`config.mk`:
```
export PLATFORM = sky130hd
export DESIGN_NAME = prom_access_arbiter
export DESIGN_NICKNAME = d
export VERILOG_FILES = /design/src/rtl/prom_access_arbiter.sv
export SDC_FILE = /design/constraint.sdc
export NUM_CORES = 1
export LEC_CHECK = 0
export ABC_AREA = 1
export BUFFER_PORTS_ARGS = -buffer_cell sky130_fd_sc_hd__buf_2
export CAP_MARGIN = 10
export CORE_MARGIN = 4
export CORE_UTILIZATION = 35
export DETAILED_ROUTE_END_ITERATION = 10
export PLACE_DENSITY_LB_ADDON = 0.2
export SYNTH_ARGS = -nofsm -noshare
export SYNTH_HDL_FRONTEND = slang
export SYNTH_SLANG_ARGS = --single-unit
```
`constraint.sdc`:
```
create_clock -name clk -period 1.26 [get_ports clk]
set_input_delay 0.189 -clock clk [delete_from_list [all_inputs] [get_ports clk]]
set_output_delay 0.189 -clock clk [all_outputs]
set_load 0.02 [all_outputs]
```
`src/rtl/prom_access_arbiter.sv`:
```
// prom_access_arbiter: shares one 256x4 registered-output PROM between two requesters.
//   Port A  - high-priority 4-bit nibble reads, one per cycle, data one cycle after grant.
//   Port B  - 8-bit byte reads built from nibbles {0,addr} (low) and {1,addr} (high), issued
//             as an atomic two-cycle sequence; b_rvalid pulses three cycles after the grant.
//   A starvation counter forces B ahead of A after STARVE_MAX consecutive denied cycles.
// Ports:
//   clk, reset (async, active-low)
//   a_req/a_addr -> a_gnt (comb), a_rvalid/a_rdata
//   b_req/b_addr -> b_gnt (comb), b_rvalid/b_rdata (held between pulses)
//   prom_addr, prom_ce1_b, prom_ce2_b -> PROM; prom_data <- PROM (valid the cycle after issue)
module prom_access_arbiter #(
  parameter int unsigned STARVE_MAX = 4
) (
  input  logic       clk,
  input  logic       reset,
  input  logic       a_req,
  input  logic [7:0] a_addr,
  output logic       a_gnt,
  output logic       a_rvalid,
  output logic [3:0] a_rdata,
  input  logic       b_req,
  input  logic [6:0] b_addr,
  output logic       b_gnt,
  output logic       b_rvalid,
  output logic [7:0] b_rdata,
  output logic [7:0] prom_addr,
  output logic       prom_ce1_b,
  output logic       prom_ce2_b,
  input  logic [3:0] prom_data
);

  localparam logic [3:0] StarveMax = 4'(STARVE_MAX);

  typedef enum logic [0:0] {StIdle, StBHi} state_e;

  state_e      state_q, state_d;
  logic [3:0]  starve_cnt_q, starve_cnt_d;
  logic [6:0]  b_addr_q;
  logic [3:0]  b_lo_q;
  logic        a_rvalid_q;
  logic        b_hi_pend_q;   // high nibble of a B read is on prom_data this cycle
  logic        b_rvalid_q;
  logic [7:0]  b_rdata_q;
  logic        issue;
  logic        b_force;

  always_comb begin
    state_d   = state_q;
    a_gnt     = 1'b0;
    b_gnt     = 1'b0;
    prom_addr = 8'h00;
    issue     = 1'b0;
    b_force   = b_req && (starve_cnt_q == StarveMax);

    unique case (state_q)
      StIdle: begin
        // Grants are combinational from the requests, so hold them off during reset.
        if (reset) begin
          if (b_force) begin
            b_gnt = 1'b1;
          end else if (a_req) begin
            a_gnt = 1'b1;
          end else if (b_req) begin
            b_gnt = 1'b1;
          end
        end
        if (a_gnt) begin
          issue     = 1'b1;
          prom_addr = a_addr;
        end else if (b_gnt) begin
          issue     = 1'b1;
          prom_addr = {1'b0, b_addr};
          state_d   = StBHi;
        end
      end
      StBHi: begin
        issue     = 1'b1;
        prom_addr = {1'b1, b_addr_q};
        state_d   = StIdle;
      end
      default: state_d = StIdle;
    endcase

    // Counts every denied requesting cycle, including the atomic B_HI cycle.
    if (!b_req || b_gnt) begin
      starve_cnt_d = 4'd0;
    end else if (starve_cnt_q < StarveMax) begin
      starve_cnt_d = starve_cnt_q + 4'd1;
    end else begin
      starve_cnt_d = starve_cnt_q;
    end
  end

  always_ff @(posedge clk or negedge reset) begin
    if (!reset) begin
      state_q      <= StIdle;
      starve_cnt_q <= 4'd0;
      b_addr_q     <= 7'h00;
      b_lo_q       <= 4'h0;
      a_rvalid_q   <= 1'b0;
      b_hi_pend_q  <= 1'b0;
      b_rvalid_q   <= 1'b0;
      b_rdata_q    <= 8'h00;
    end else begin
      state_q      <= state_d;
      starve_cnt_q <= starve_cnt_d;
      a_rvalid_q   <= a_gnt;
      b_hi_pend_q  <= (state_q == StBHi);
      b_rvalid_q   <= b_hi_pend_q;
      if (b_gnt) begin
        b_addr_q <= b_addr;
      end
      // Low nibble returns while the high half is being issued.
      if (state_q == StBHi) begin
        b_lo_q <= prom_data;
      end
      if (b_hi_pend_q) begin
        b_rdata_q <= {prom_data, b_lo_q};
      end
    end
  end

  assign a_rvalid   = a_rvalid_q;
  assign a_rdata    = a_rvalid_q ? prom_data : 4'h0;
  assign b_rvalid   = b_rvalid_q;
  assign b_rdata    = b_rdata_q;
  assign prom_ce1_b = ~issue;
  assign prom_ce2_b = ~issue;

endmodule

```
-- After elaboration in Yosys (flattened, before gate mapping)
Cells that the tools add are included.
- register bits: 27
- bits of input ports: 23
- logic and storage cells: 39
- add/sub/neg operators: 1
- magnitude comparators: 1
- eq/ne operators: 1
- multiplexer cells: 22
- bitwise operators: 2
- reduce and logical (&&, ||, !) cells: 4
- operator list (operator ; count):
    8-bit one-hot mux with 2 select lines ; 1
    1-bit two-way mux ; 14
    4-bit two-way mux ; 3
    8-bit two-way mux ; 1
    7-bit two-way mux ; 1
    4-bit by 1-bit adder with 4-bit output (second input constant) ; 1
    4-bit by 3-bit equality test with 1-bit output (second input constant) ; 1
    4-bit by 3-bit < comparator with 1-bit output (second input constant) ; 1
    1-bit one-hot mux with 2 select lines ; 2
    1-bit NOT ; 2
    2-bit nonzero test ; 1
    1-bit logical AND ; 1
    1-bit zero test ; 1
    1-bit logical OR ; 1

-- Logic depth before layout (Yosys ltp)
- depth after elaboration: 9
- depth in mapped cells: 9

-- Worst setup path after synthesis
No wires, ideal clock.
- kind: reg2out
- start point: register starve_cnt_q[0]
- end point: output a_gnt
- arrival time: 1.164 ns
- data required time: 1.071 ns
- slack: -0.093 ns
- cell stages (with the launch flop): 8
- buffers on the path: 0
- path through: dfrtp_1 -> inv_1 -> ha_1 -> nand2_1 -> inv_2 -> nand2_4 -> nand2_1 -> nor2_1
- word-level cells in the longest chain between the ends: 6
- ends and longest elaborated chain (what ; RTL line ; text):
    from (decl) ; 37 ; logic [3:0] starve_cnt_q, starve_cnt_d;
    from (signal assigned) ; 106 ; starve_cnt_q <= starve_cnt_d;
    4-bit by 3-bit equality test with 1-bit output ; 53 ; b_force = b_req && (starve_cnt_q == StarveMax);
    1-bit logical AND ; 53 ;
    1-bit two-way mux ; 59 ; if (b_force) begin
    1-bit two-way mux ; 58 ; if (reset) begin
    1-bit two-way mux (2 in series) ; 55 ; unique case (state_q)
    to (decl) ; 18 ; output logic a_gnt,
No other way between the ends. The select of a mux whose other input is x is not followed.

-- Worst setup path after layout
- start point: register starve_cnt_q[1]
- end point: output prom_addr[0]
- word-level cells in the longest chain between the ends: 8
- ends and longest elaborated chain (what ; RTL line ; text):
    4-bit by 3-bit equality test with 1-bit output (*) ; 53 ;
    1-bit logical AND (*) ; 53 ;
    1-bit two-way mux ; 59 ;
    1-bit two-way mux ; 58 ;
    1-bit two-way mux ; 55 ;
    7-bit two-way mux ; 70 ; end else if (b_gnt) begin
    8-bit two-way mux (*) ; 67 ; if (a_gnt) begin
    8-bit one-hot mux with 2 select lines (*) ; 55 ;
    to (decl) ; 26 ; output logic [7:0] prom_addr,
Mark *: on every way between the ends. The rest lies on a longest branch, timed or not. The select of a mux whose other input is x is not followed.

==> reports/results.tsv <==
stage	metric	value	unit
cts	H-tree levels	1	
cts	clk buf depth	2	
cts	Worst-path clk slew	0.09	ns
yosys	ys flop type	dfrtp_1	
hold_path	path category of the worst min-delay check	in -> async	
timing	Max-Slew Margin vs Limit	74.34	%
pwr	NetSw	815.0	uW
pwr	Pint	1.631	mW
global_route	GRT overflow	0	
routing	post-route antenna net violation count	0	
yosys	syn avg cell area	8.685	um^2
critical_path	Worst Setup Path Type	reg -> out	
critical_path	Critical path destination	prom_addr[0]	
yosys	Yosys cell types	21	
timing	Hold Vio Cnt, Final	0	
pwr	sequential power share	46.2	%
pwr	leakage	1.148	nW
critical_path	WP data arrival	1.62	ns
pwr	Power Density	1158	mW/mm^2
critical_path	crit path max fanout	5	
pwr	Comb pwr share	33.8	%
cts	Sinks on Clock Net	27	
global_route	largest net degree at the start of global routing	16	
yosys	Synthesis Warnings	0	
run	MaxCap Viol Count	0	
critical_path	reg2reg path depth	11	
routing	Vias/cell	4.615	
yosys	FF+latch count, synth	27	
place	PortBufs	48	
routing	Initial DRC Count	43	
routing	Post-Route WL	3614	um
layout	multi-input logic area	639.4	um^2
layout	Final Util	57.26	%
yosys	Post-synth EDFFs	0	
routing	routed via count	1306	
place	dpl hpwl	2413	um
yosys	Netlist Area Pre-Place	0.001338	mm^2
timing	clock skew	0.003825	ns
critical_path	R2R Setup Slk	-0.27	ns
yosys	Synth top area share	50.51	%
place	dpl ws	-0.2408	ns
timing	setup tns final	-7.988	ns
timing	RSZ-0062 raised after global routing	true	
floorplan	I/O pins	49	
routing	DRT Pass-1 Iters	4	
layout	Antenna Cells	0	
critical_path	CP Capture Type	output pin	
timing	Setup Viol. Count Final	24	
critical_path	worst path required time	1.07	ns
layout	Area Overhead vs Synth	57.90	%
timing	max-slew violations	0	
place	gpl congestion	0.8282	
layout	share of cells above drive strength 1	56.17	%
timing	worst slew pin tran	0.3849	ns
floorplan	die width	69.82	um
layout	fillers	325	
yosys	ranking of synthesized cells by area	dfrtp_1 (51%), nand2_1 (15%), nand4_1 (6.5%)	
routing	DRC viols	0	
global_route	vias in the first global route	1277	
yosys	cell taking the most area after synthesis	dfrtp_1	
cts	Clk Latency, worst-skew pair	0.27	ns
timing	Peak Freq	553.5	MHz
global_route	antenna violations before repair	0	
timing	part of the cycle the worst path needs	143.4	%
layout	Seq. cell area	676.9	um^2
yosys	post-synth net total	179	
critical_path	Worst Setup Start Kind	flop	
pwr	clock power share	20.0	%
floorplan	die area	0.004875	mm^2
critical_path	beginning of the critical path	starve_cnt_q[1]$_DFFE_PN0P_	
timing	setup ws final	-0.5468	ns
cts	Num CTS Buffers	3	
floorplan	Die Height	69.82	um
floorplan	Core Rows	22	
global_route	Overall Global Routing Usage	14.68	%
timing	Final Hold Slack	0.09734	ns
global_route	first-pass GRT wire length	5906	um
yosys	fraction of registers with async set/reset	100.0	%
cts	root buffer cell	clkbuf_8	
timing	minimum clock period	1.807	ns
layout	# nets final	261	
routing	WL/cell	12.77	um
floorplan	initial cell density of the core	36.26	%
yosys	Syn Inst Count	154	
run_status	failing checks	setup timing	
yosys	sequential area share after synthesis	50.51	%
cts	CTS tree	done	
critical_path	R2R Path End	starve_cnt_q[0]$_DFFE_PN0P_	
critical_path	reg2reg start	starve_cnt_q[1]$_DFFE_PN0P_	
run_status	status	complete, but fails checks	
pwr	Net Sw Frac	33.32	%
pwr	Peak supply drop	0.4909	mV
floorplan	Core ar.	0.003689	mm^2
power groups by stage:
stage               clock [mW]  sequential [mW]  combinational, mW
floorplan                    0             1.21              0.325
global placement             0             1.12              0.654
detailed placement           0             1.13              0.667
CTS                      0.498             1.11              0.772
global route             0.541             1.15              0.896
finish                   0.489             1.13              0.827
cell usage after synthesis, types with 2 or more instances:
cell,number
nor2_2,4
nand2_4,2
a21oi_1,4
o21ai_0,3
inv_2,2
nand4_1,14
nand2_1,53
nor2_1,5
dfrtp_1,27
buf_4,2
mux2_2,6
inv_1,21
ha_1,2
buf_2,2
what timing repair did:
| item | CTS | global route |
|---|---|---|
| pin swaps | 8 | 14 |
| buffers inserted | 14 | 8 |
| hold endpoints to repair | 3 | 0 |
| endpoints found under the setup margin | 24 | 27 |
| hold buffers | 1 | 0 |
| gates resized for setup | 36 | 23 |
| gates cloned | 3 | 0 |
metrics by stage:
stage               power, mW  cell area [um^2]  std cells
floorplan               1.534              1360        154
global placement        1.774              1737        259
detailed placement      1.794              1737        259
CTS                     2.385              2031        281
global route            2.590              2112        283
finish                  2.446              2112        283
placed cells by master (no fill, tap or decap), types with 3 or more instances in the layout:
cell type  synthesis  routed
a21oi_1            4       4
buf_2              2      36
buf_4              2      22
buf_6              0      20
clkbuf_8           0       3
dfrtp_1           27      26
inv_1             21      16
inv_2              2       5
mux2_2             6       6
nand2_1           53      31
nand2_2            0      21
nand2_4            2       4
nand4_1           14      14
nor2_1             5       4
nor2_2             4       4
o21ai_0            3       3
per-layer routing:
metal,up-vias,share of wire [%],track usage [%]
met5,-,0,0
met4,0,1.4,3.830
met3,5,7.0,2.754
met2,57,48,23.29
met1,597,44,20.51
li1,647,-,-
worst min path at each step:
stage                     start                          end  slack (ns)
after floorplan           reset           a_rvalid$_DFF_PN0_       -0.11
after global placement    reset      b_addr_q[2]$_DFFE_PN0P_        0.18
after detailed placement  reset      b_addr_q[2]$_DFFE_PN0P_        0.18
after CTS                 reset  starve_cnt_q[3]$_DFFE_PN0P_        0.09
after global routing      reset  starve_cnt_q[3]$_DFFE_PN0P_        0.10
final                     reset  starve_cnt_q[3]$_DFFE_PN0P_         0.1
critical path, stage by stage, from the launching register on:
cell	delay [ns]
dfrtp_1	0.40
inv_2	0.09
ha_4	0.13
nand2_2	0.05
inv_2	0.07
nand2_4	0.08
buf_4	0.15
nand4_1	0.07
nand2_1	0.06
inv_1	0.06
nand2_2	0.05
buf_6	0.13
cell type report:
class,instances,area share (%)
Sequential cell,27,32.05
Timing Repair Buffer,79,27.49
Clock buffer,4,2.133
Tap cell,48,2.844
Inverter,24,4.502
Timing Repair inverter,2,0.7109
Multi-Input combinational cell,99,30.27
logic make-up (layout without fill, tap and decap cells):
logic type,count (synthesis),after routing,synth area share (%)
XOR/XNOR,1,1,0.6549
buffers and inverters,29,109,8.887
AND/OR/NAND/NOR,82,83,30.40
flip-flops,27,27,50.51
AO/OA/AOI/OAI,7,7,2.619
adder cells (fa/ha/maj),2,2,1.871
multiplexers,6,6,5.051
sequential cells by signal, summed over array words and instances, names as in the netlist:
signal,count
state_q,1
a_rvalid,1
b_lo_q,4
b_rvalid,1
b_rdata,8
b_addr_q,7
b_hi_pend_q,1
starve_cnt_q,4
Note: power is estimated with default switching activity, not from simulation.
